[config.mk]
export PLATFORM = sky130hd
export DESIGN_NAME = spi_slave
export DESIGN_NICKNAME = d
export VERILOG_FILES = /design/src/rtl/spi_slave.sv
export SDC_FILE = /design/constraint.sdc
export NUM_CORES = 1
export LEC_CHECK = 0
export BUFFER_PORTS_ARGS = -buffer_cell sky130_fd_sc_hd__buf_4
export CAP_MARGIN = 0
export CORE_ASPECT_RATIO = 0.9
export CORE_MARGIN = 10
export CORE_UTILIZATION = 56
export CTS_CLUSTER_DIAMETER = 30
export DETAILED_ROUTE_END_ITERATION = 8
export GPL_ROUTABILITY_DRIVEN = 0
export GPL_TIMING_DRIVEN = 0
export PLACE_DENSITY = 0.88
export SLEW_MARGIN = 20
export SYNTH_ARGS = -nofsm -noshare
export SYNTH_HDL_FRONTEND = slang
export SYNTH_SLANG_ARGS = --single-unit
[constraint.sdc]
create_clock -name clk_i -period 2.6 [get_ports clk_i]
set_input_delay 0.26 -clock clk_i [delete_from_list [all_inputs] [get_ports clk_i]]
set_output_delay 0.26 -clock clk_i [all_outputs]
set_load 0.05 [all_outputs]
[src/rtl/spi_slave.sv]
// SPI slave shift engine: oversamples sclk/mosi/ss_n on clk and supports all four CPOL/CPHA modes.
// Received bytes come out with a one-cycle rx_valid pulse; replies come from a loadable tx buffer.
module spi_slave #(
  parameter int unsigned DATA_WIDTH  = 8,
  parameter int unsigned SYNC_STAGES = 2
) (
  input  logic                  clk_i,
  input  logic                  reset_i,
  input  logic                  cpol_i,
  input  logic                  cpha_i,
  input  logic                  ss_n_i,
  input  logic                  sclk_i,
  input  logic                  mosi_i,
  output logic                  miso_o,
  input  logic [DATA_WIDTH-1:0] tx_data_i,
  input  logic                  tx_we_i,
  output logic [DATA_WIDTH-1:0] rx_data_o,
  output logic                  rx_valid_o,
  output logic                  busy_o
);

  localparam int unsigned CntW = (DATA_WIDTH > 1) ? $clog2(DATA_WIDTH) : 1;
  localparam logic [CntW-1:0] LastBit = CntW'(DATA_WIDTH - 1);

  typedef enum logic [0:0] {StIdle, StShift} state_e;

  state_e                  state_q;
  logic [SYNC_STAGES-1:0]  sclk_sync_q;
  logic [SYNC_STAGES-1:0]  mosi_sync_q;
  logic [SYNC_STAGES-1:0]  ss_sync_q;
  logic                    sclk_prev_q;
  logic                    ss_prev_q;
  logic                    cpol_l_q;
  logic                    cpha_l_q;
  logic                    first_lead_q;
  logic                    byte_done_q;
  logic [CntW-1:0]         bit_cnt_q;
  logic [DATA_WIDTH-1:0]   tx_sr_q;
  logic [DATA_WIDTH-1:0]   rx_sr_q;
  logic [DATA_WIDTH-1:0]   tx_buf_q;
  logic [DATA_WIDTH-1:0]   rx_data_q;
  logic                    rx_valid_q;

  logic                    sclk_s;
  logic                    mosi_s;
  logic                    ss_s;
  logic                    ss_fall;
  logic                    ss_rise;
  logic                    lead_edge;
  logic                    trail_edge;
  logic                    sample_edge;
  logic                    shift_edge;
  logic [DATA_WIDTH-1:0]   rx_next;

  always_comb begin
    sclk_s      = sclk_sync_q[SYNC_STAGES-1];
    mosi_s      = mosi_sync_q[SYNC_STAGES-1];
    ss_s        = ss_sync_q[SYNC_STAGES-1];
    ss_fall     = ss_prev_q & ~ss_s;
    ss_rise     = ~ss_prev_q & ss_s;
    lead_edge   = (sclk_s != sclk_prev_q) && (sclk_prev_q == cpol_l_q);
    trail_edge  = (sclk_s != sclk_prev_q) && (sclk_prev_q != cpol_l_q);
    sample_edge = cpha_l_q ? trail_edge : lead_edge;
    shift_edge  = cpha_l_q ? lead_edge : trail_edge;
    rx_next     = {rx_sr_q[DATA_WIDTH-2:0], mosi_s};
  end

  // ss_n synchronizer resets to the deselected level so reset release never looks like a select.
  always_ff @(posedge clk_i or posedge reset_i) begin
    if (reset_i) begin
      state_q      <= StIdle;
      sclk_sync_q  <= '0;
      mosi_sync_q  <= '0;
      ss_sync_q    <= '1;
      sclk_prev_q  <= 1'b0;
      ss_prev_q    <= 1'b1;
      cpol_l_q     <= 1'b0;
      cpha_l_q     <= 1'b0;
      first_lead_q <= 1'b0;
      byte_done_q  <= 1'b0;
      bit_cnt_q    <= '0;
      tx_sr_q      <= '0;
      rx_sr_q      <= '0;
      tx_buf_q     <= '0;
      rx_data_q    <= '0;
      rx_valid_q   <= 1'b0;
    end else begin
      sclk_sync_q <= {sclk_sync_q[SYNC_STAGES-2:0], sclk_i};
      mosi_sync_q <= {mosi_sync_q[SYNC_STAGES-2:0], mosi_i};
      ss_sync_q   <= {ss_sync_q[SYNC_STAGES-2:0], ss_n_i};
      sclk_prev_q <= sclk_s;
      ss_prev_q   <= ss_s;
      rx_valid_q  <= 1'b0;

      if (tx_we_i) begin
        tx_buf_q <= tx_data_i;
      end

      case (state_q)
        StIdle: begin
          if (ss_fall) begin
            cpol_l_q     <= cpol_i;
            cpha_l_q     <= cpha_i;
            tx_sr_q      <= tx_buf_q;
            bit_cnt_q    <= '0;
            first_lead_q <= 1'b1;
            byte_done_q  <= 1'b0;
            state_q      <= StShift;
          end
        end

        StShift: begin
          if (ss_rise) begin
            // Deselect wins over any edge seen in the same cycle; partial byte is dropped.
            state_q      <= StIdle;
            bit_cnt_q    <= '0;
            byte_done_q  <= 1'b0;
            first_lead_q <= 1'b0;
          end else begin
            if (sample_edge) begin
              rx_sr_q <= rx_next;
              if (bit_cnt_q == LastBit) begin
                rx_data_q   <= rx_next;
                rx_valid_q  <= 1'b1;
                bit_cnt_q   <= '0;
                byte_done_q <= 1'b1;
              end else begin
                bit_cnt_q <= bit_cnt_q + CntW'(1);
              end
            end

            // With cpha=1 the MSB is already on miso, so the frame's first leading edge is a no-op.
            if (shift_edge) begin
              if (cpha_l_q && first_lead_q) begin
                first_lead_q <= 1'b0;
              end else if (byte_done_q) begin
                tx_sr_q     <= tx_buf_q;
                byte_done_q <= 1'b0;
              end else begin
                tx_sr_q <= {tx_sr_q[DATA_WIDTH-2:0], 1'b0};
              end
            end
          end
        end

        default: state_q <= StIdle;
      endcase
    end
  end

  assign busy_o     = (state_q == StShift);
  assign miso_o     = (state_q == StShift) & tx_sr_q[DATA_WIDTH-1];
  assign rx_data_o  = rx_data_q;
  assign rx_valid_o = rx_valid_q;

endmodule

==> results of run 1 <==
-- path summary, 6_finish.rpt --
path,to,slack (ns),cells past startpoint
min in group asynchronous,tx_buf_q[5],0.52,3
max reg2reg,rx_data_o[1],0.57,6
min reg2reg,ss_sync_q[1],0.36,0
max,rx_data_o[1],0.57,6
max in group asynchronous,ss_prev_q,1.53,4
min,sclk_sync_q[0],0.06,1
-- sequential cells by signal, summed over array words and instances, names as in the netlist --
signal and count:
first_lead_q 1, byte_done_q 1, ss_sync_q 2, rx_data_o 8
bit_cnt_q 3, cpol_l_q 1, tx_sr_q 8, cpha_l_q 1
tx_buf_q 8, rx_sr_q 7, rx_valid_o 1, mosi_sync_q 2
sclk_prev_q 1, ss_prev_q 1, busy_o 1, sclk_sync_q 2
-- cells in the mapped netlist --
cell       number
a211o_1         1
a211oi_1        2
a21oi_1         3
a221oi_4        1
a22oi_1         1
a2bb2oi_1       1
and2_1          2
and3_1          1
buf_2           1
buf_6           1
clkbuf_1        3
dfrtp_1        45
dfstp_2         3
ha_1            2
inv_1           2
mux2_2         41
mux2_4          1
mux2i_1         2
nand2_1         3
nand2b_1        5
nand3b_1        1
nor2_1          4
nor2_2          1
nor2b_1         5
nor3b_1         1
nor3b_2         1
o21ai_0         4
o21bai_1        1
o221a_2         1
o22a_1          1
xnor2_1         1
-- worst register-to-register path: stages, from the launching register on --
cell,delay [ns]
dfrtp_1,0.36
buf_2,0.17
xnor2_1,0.30
mux2_4,0.37
nor3b_2,0.22
buf_6,0.17
mux2_2,0.34
-- power breakdown --
part | switching [W] | internal (W) | total (W) | leakage, nW
logic | 0.000249 | 0.000286 | 0.000534 | 0.482
registers | 0.000111 | 0.000920 | 0.00103 | 0.594
clock network | 0.000226 | 0.000243 | 0.000469 | 0.0515
total | 0.000586 | 0.00145 | 0.00204 | 1.13
-- metal layers --
| metal | vias to the layer above | GRT usage |
|---|---|---|
| met4 | 0 | 0.0435 |
| met1 | 595 | 0.125 |
| li1 | 568 | - |
| met3 | 8 | 0.0507 |
| met2 | 21 | 0.203 |
| met5 | - | 0 |
-- metrics by stage --
step | hold WS (ns) | total power (W) | worst slack, ns | util
CTS | 0.0571 | 0.00206 | 0.553 | 0.699
finish | 0.0646 | 0.00204 | 0.570 | 0.699
global route | 0.0398 | 0.00216 | 0.477 | 0.699
global placement | 0.332 | 0.00153 | 0.635 | 0.661
floorplan | 0.264 | 0.00143 | 0.694 | -
detailed placement | 0.292 | 0.00158 | 0.586 | 0.667
-- layout make-up --
cell class | count | area [µm²]
Tap cell | 44 | 55.1
Buffer | 5 | 27.5
Fill cell | 243 | 1040
Timing Repair Buffer | 27 | 218
Sequential cell | 48 | 1200
Inverter | 2 | 7.51
Clock buffer | 8 | 100
Multi-Input combinational cell | 87 | 801
-- repair_timing --
item                      CTS  global route
hold endpoints to repair   19             0
setup buffers               0             0
hold buffers                1             0
-- cells by family (layout without fill, tap and decap cells) --
logic type,count (synthesis),count (layout)
AO/OA/AOI/OAI,16,16
flip-flops,48,48
adder cells (fa/ha/maj),2,2
multiplexers,44,44
buffers and inverters,7,42
AND/OR/NAND/NOR,24,24
XOR/XNOR,1,1
==> flow_metrics.tcl, run 1 <==
set metrics [dict create \
    critPathLaunchType "flop" \
    path_delay_family "multiplexers" \
    wl_met1_um 1520 \
    synth_fp_nets 160 \
    critPathKind "flop to flop" \
    antenna_found_initial 0 \
    wl_per_cell_um 16.6 \
    synth_mux_area_frac 0.243 \
    synth_top_area_frac 0.552 \
    dr_wl_met2_um 1910 \
    diodes 0 \
    clock-sinks 48 \
    place_inst 212 \
    ios 27 \
    grt_pass1_wl_um 6230 \
    final_common_cell "dfrtp_1" \
    layout-drive-gt1-share 0.480 \
    endpoint_kind "flop" \
    ir_drop_v 0.000505 \
    grt_pass1_vias 1310 \
    synthAdderAreaFrac 0.0123 \
    core_area_um2 3450 \
    fin_crit_ns 2.03 \
    avgViaCountPerCell 5.39 \
    hp-start "sclk_i" \
    stdcell_count 221 \
    syn_area_um2 2040 \
    drc 0 \
    grtUsageTotal 0.118 \
    dieArea_um2 6460 \
    wl_met3_um 180 \
    hold_viol 0 \
    finClkSkew_ns 0.00193 \
    slew_violations 0 \
    synth_top_area_cell "dfrtp_1" \
    synth_compound_area_frac 0.0632 \
    grt_max_degree 30 \
    dr.max_layer_used "met4" \
    die_x_um 83.6 \
    r2r-start "cpha_l_q" \
    run_status "finished clean" \
    pwr_density_cell_nw_per_um2 843 \
    critPathRequiredTime_ns 2.78 \
    setup_violations 0 \
    period_share 0.781 \
    placed_area_um2 2300 \
    cpMaxStageDelayCell "mux2_4" \
    grt_setup_unrepaired "no" \
    placementRows 20 \
    slew-limit-headroom 0.663 \
    postRouteAntennaNets 0 \
    drt_pass1_iterations 4 \
    worst_pin_slew_ns 0.506 \
    vias 1192 \
    arrival_ns 2.21 \
    p_leak_nw 1.13 \
    io_buffers 25 \
    synth_top_family_by_area "multiplexers" \
    finalNetCount 194 \
    cts_resized 0 \
    path_clk_slew_ns 0.08 \
    tritoncts "yes" \
    synth.distinct_cells 31 \
    final_area_um2 2410 \
    synthSimpleGateAreaFrac 0.0693 \
    mostFrequentLayoutCells "45 x dfrtp_1, 41 x mux2_2, 25 x buf_4" \
    final.setup.tns_ns 0 \
    drv_cap 0 \
    cts_max_level 2 \
    synthTopCellsByArea "dfrtp_1 55%, mux2_2 23%, dfstp_2 3.9%" \
    initial_utilization 0.591 \
    cts_inserted_buffers 5 \
    yosysSeqAreaShare 0.590 \
    crit_buf_inv 2 \
    grt_overflow 0 \
    synth_xor_area_frac 0.00429 \
    crit_path_start "cpha_l_q" \
    ys_ff_latch 48 \
    clkLatencyLatePin_ns 0.30 \
    ctsRootBufferMaster "clkbuf_8" \
    avgSynthCellArea_um2 14.4 \
    wl_um 3670 \
    slowest_delay_ns 0.37 \
    post-dp-hpwl_um 2730 \
    clockBufferDepth 2 \
    holdCritPathClass "input port to flop" \
    max_freq_mhz 492 \
    crit_fanout 10 \
    die_h_um 77.3 \
    synthToLayoutAreaGrowth_pct 18.3 \
    synth_warnings 0 \
    crit_chain "buf_2 -> xnor2_1 -> mux2_4 -> nor3b_2 -> buf_6 -> mux2_2" \
    syn-instance-count 142 \
    dr.first_iter.drc_count 87 \
]
Note: power is estimated with default switching activity, not from simulation.
==> run 2: changes to the inputs <==
==> constraint.sdc (replaced) <==
create_clock -name clk_i -period 2.1 [get_ports clk_i]
set_input_delay 0.21 -clock clk_i [delete_from_list [all_inputs] [get_ports clk_i]]
set_output_delay 0.21 -clock clk_i [all_outputs]
set_load 0.05 [all_outputs]
==> flow_metrics.tcl, run 2 (synthesized netlist as in run 1, its figures left out) <==
set metrics [dict create \
    grt_overflow 0 \
    cts_inserted_buffers 5 \
    slowest_delay_ns 0.36 \
    critPathRequiredTime_ns 2.29 \
    arrival_ns 2.15 \
    clkLatencyLatePin_ns 0.30 \
    tritoncts "yes" \
    vias 1217 \
    wl_per_cell_um 16.7 \
    grt_pass1_wl_um 6230 \
    diodes 0 \
    post-dp-hpwl_um 2730 \
    cpMaxStageDelayCell "dfrtp_1" \
    crit_path_start "cpha_l_q" \
    r2r_setup_slack_ns 0.13 \
    initial_utilization 0.591 \
    critPathLaunchType "flop" \
    r2r-start "cpha_l_q" \
    io_buffers 25 \
    grt_pass1_vias 1310 \
    clockBufferDepth 2 \
    r2r_end "rx_data_o[6]" \
    dieArea_um2 6460 \
    avgViaCountPerCell 5.41 \
    grtUsageTotal 0.118 \
    finClkSkew_ns 0.00262 \
    worst_pin_slew_ns 0.477 \
    path_clk_slew_ns 0.08 \
    mostFrequentLayoutCells "45 x dfrtp_1, 41 x mux2_2, 25 x buf_4" \
    ir_drop_v 0.000628 \
    finalNetCount 198 \
    holdCritPathClass "input port to flop" \
    grt_max_degree 30 \
    core_area_um2 3450 \
    final.setup.tns_ns 0 \
    drc 0 \
    postRouteAntennaNets 0 \
    drv_cap 0 \
    max_freq_mhz 508 \
    period_share 0.937 \
    final_common_cell "dfrtp_1" \
    clock-sinks 48 \
    antenna_found_initial 0 \
    placementRows 20 \
    hold_viol 0 \
    crit_chain "buf_2 -> xnor2_2 -> mux2_4 -> nor3b_2 -> buf_6 -> mux2_2" \
    die_x_um 83.6 \
    ios 27 \
    die_h_um 77.3 \
    synthToLayoutAreaGrowth_pct 21.1 \
    slew-limit-headroom 0.682 \
    fin_crit_ns 1.97 \
    slew_violations 0 \
    reg2reg_depth 6 \
    p_leak_nw 1.15 \
    cts_max_level 2 \
    nFillCells 231 \
    setup_violations 0 \
    crit_end "rx_data_o[6]" \
    ctsRootBufferMaster "clkbuf_8" \
    grt_setup_unrepaired "no" \
    run_status "finished clean" \
    drt_pass1_iterations 4 \
    endpoint_kind "flop" \
    wl_um 3760 \
    pwr_density_cell_nw_per_um2 1040 \
    crit_fanout 10 \
    layout-drive-gt1-share 0.481 \
    critPathKind "flop to flop" \
    dr.first_iter.drc_count 74 \
    total_power_w 0.00256 \
]
[run 2: changes by cell type in the layout (fill, tap and decap cells not counted)]
cell and change:
dlygate4sd3_1 +3, buf_12 +1, xnor2_1 -1, xnor2_2 +1
[run 2: what timing repair did]
| action | 4_1_cts | 5_1_grt |
|---|---|---|
| setup buffers | 0 | 1 |
| gates resized for setup | 0 | 1 |
| endpoints found under the setup margin | 0 | 9 |
| hold buffers | 1 | 3 |
| hold endpoints to repair | 19 | 3 |
[run 2: how the worst min path moves through the flow]
stage,from,to,slack (ns),depth (start not counted)
3_3_place_gp,ss_n_i,ss_sync_q[0],0.32,1
4_1_cts,sclk_i,sclk_sync_q[0],0.007,1
2_1_floorplan,ss_n_i,ss_sync_q[0],0.21,0
3_5_place_dp,reset_i,tx_sr_q[5],0.24,2
6_report,tx_data_i[2],tx_buf_q[2],0.14,2
5_1_grt,tx_data_i[1],tx_buf_q[1],0.13,2
[run 2: worst max-delay path, delay by kind of cell (launching register included)]
family | cells | cell delay, ns
buffers and inverters | 2 | 0.34
xor gates and xnor gates | 1 | 0.24
and+or+nand+nor | 1 | 0.22
muxes | 2 | 0.70
DFF | 1 | 0.36
[run 2: cell type report]
class / instances / area, µm² / area share
Tap cell: 44 / 55.1 / 0.0223
Timing Repair Buffer: 31 / 268 / 0.108
Clock buffer: 8 / 100 / 0.0405
Multi-Input combinational cell: 87 / 808 / 0.327
Inverter: 2 / 7.51 / 0.00304
Sequential cell: 48 / 1200 / 0.488
Buffer: 5 / 27.5 / 0.0111
[run 2: through the flow]
step | area [µm²] | hold slack, ns | std cells | setup WS, ns | utilization
floorplan | 2040 | 0.214 | 142 | 0.194 | -
global route | 2470 | 0.132 | 225 | 0.0495 | 0.716
detailed placement | 2300 | 0.242 | 212 | 0.0856 | 0.667
global placement | 2280 | 0.319 | 211 | 0.135 | 0.661
CTS | 2410 | 0.00710 | 221 | 0.0527 | 0.699
finish | 2470 | 0.143 | 225 | 0.133 | 0.716
[run 2: where the power goes]
group,internal (W),switching [W]
clock,0.000300,0.000281
sequential,0.00114,0.000140
combinational,0.000380,0.000318
total,0.00182,0.000739
[run 2: routing by layer]
layer	up-vias	wire length, µm	track usage
met5	-	0	0
met4	0	87	0.0435
li1	575	-	-
met2	27	1950	0.203
met1	603	1520	0.125
met3	12	199	0.0507
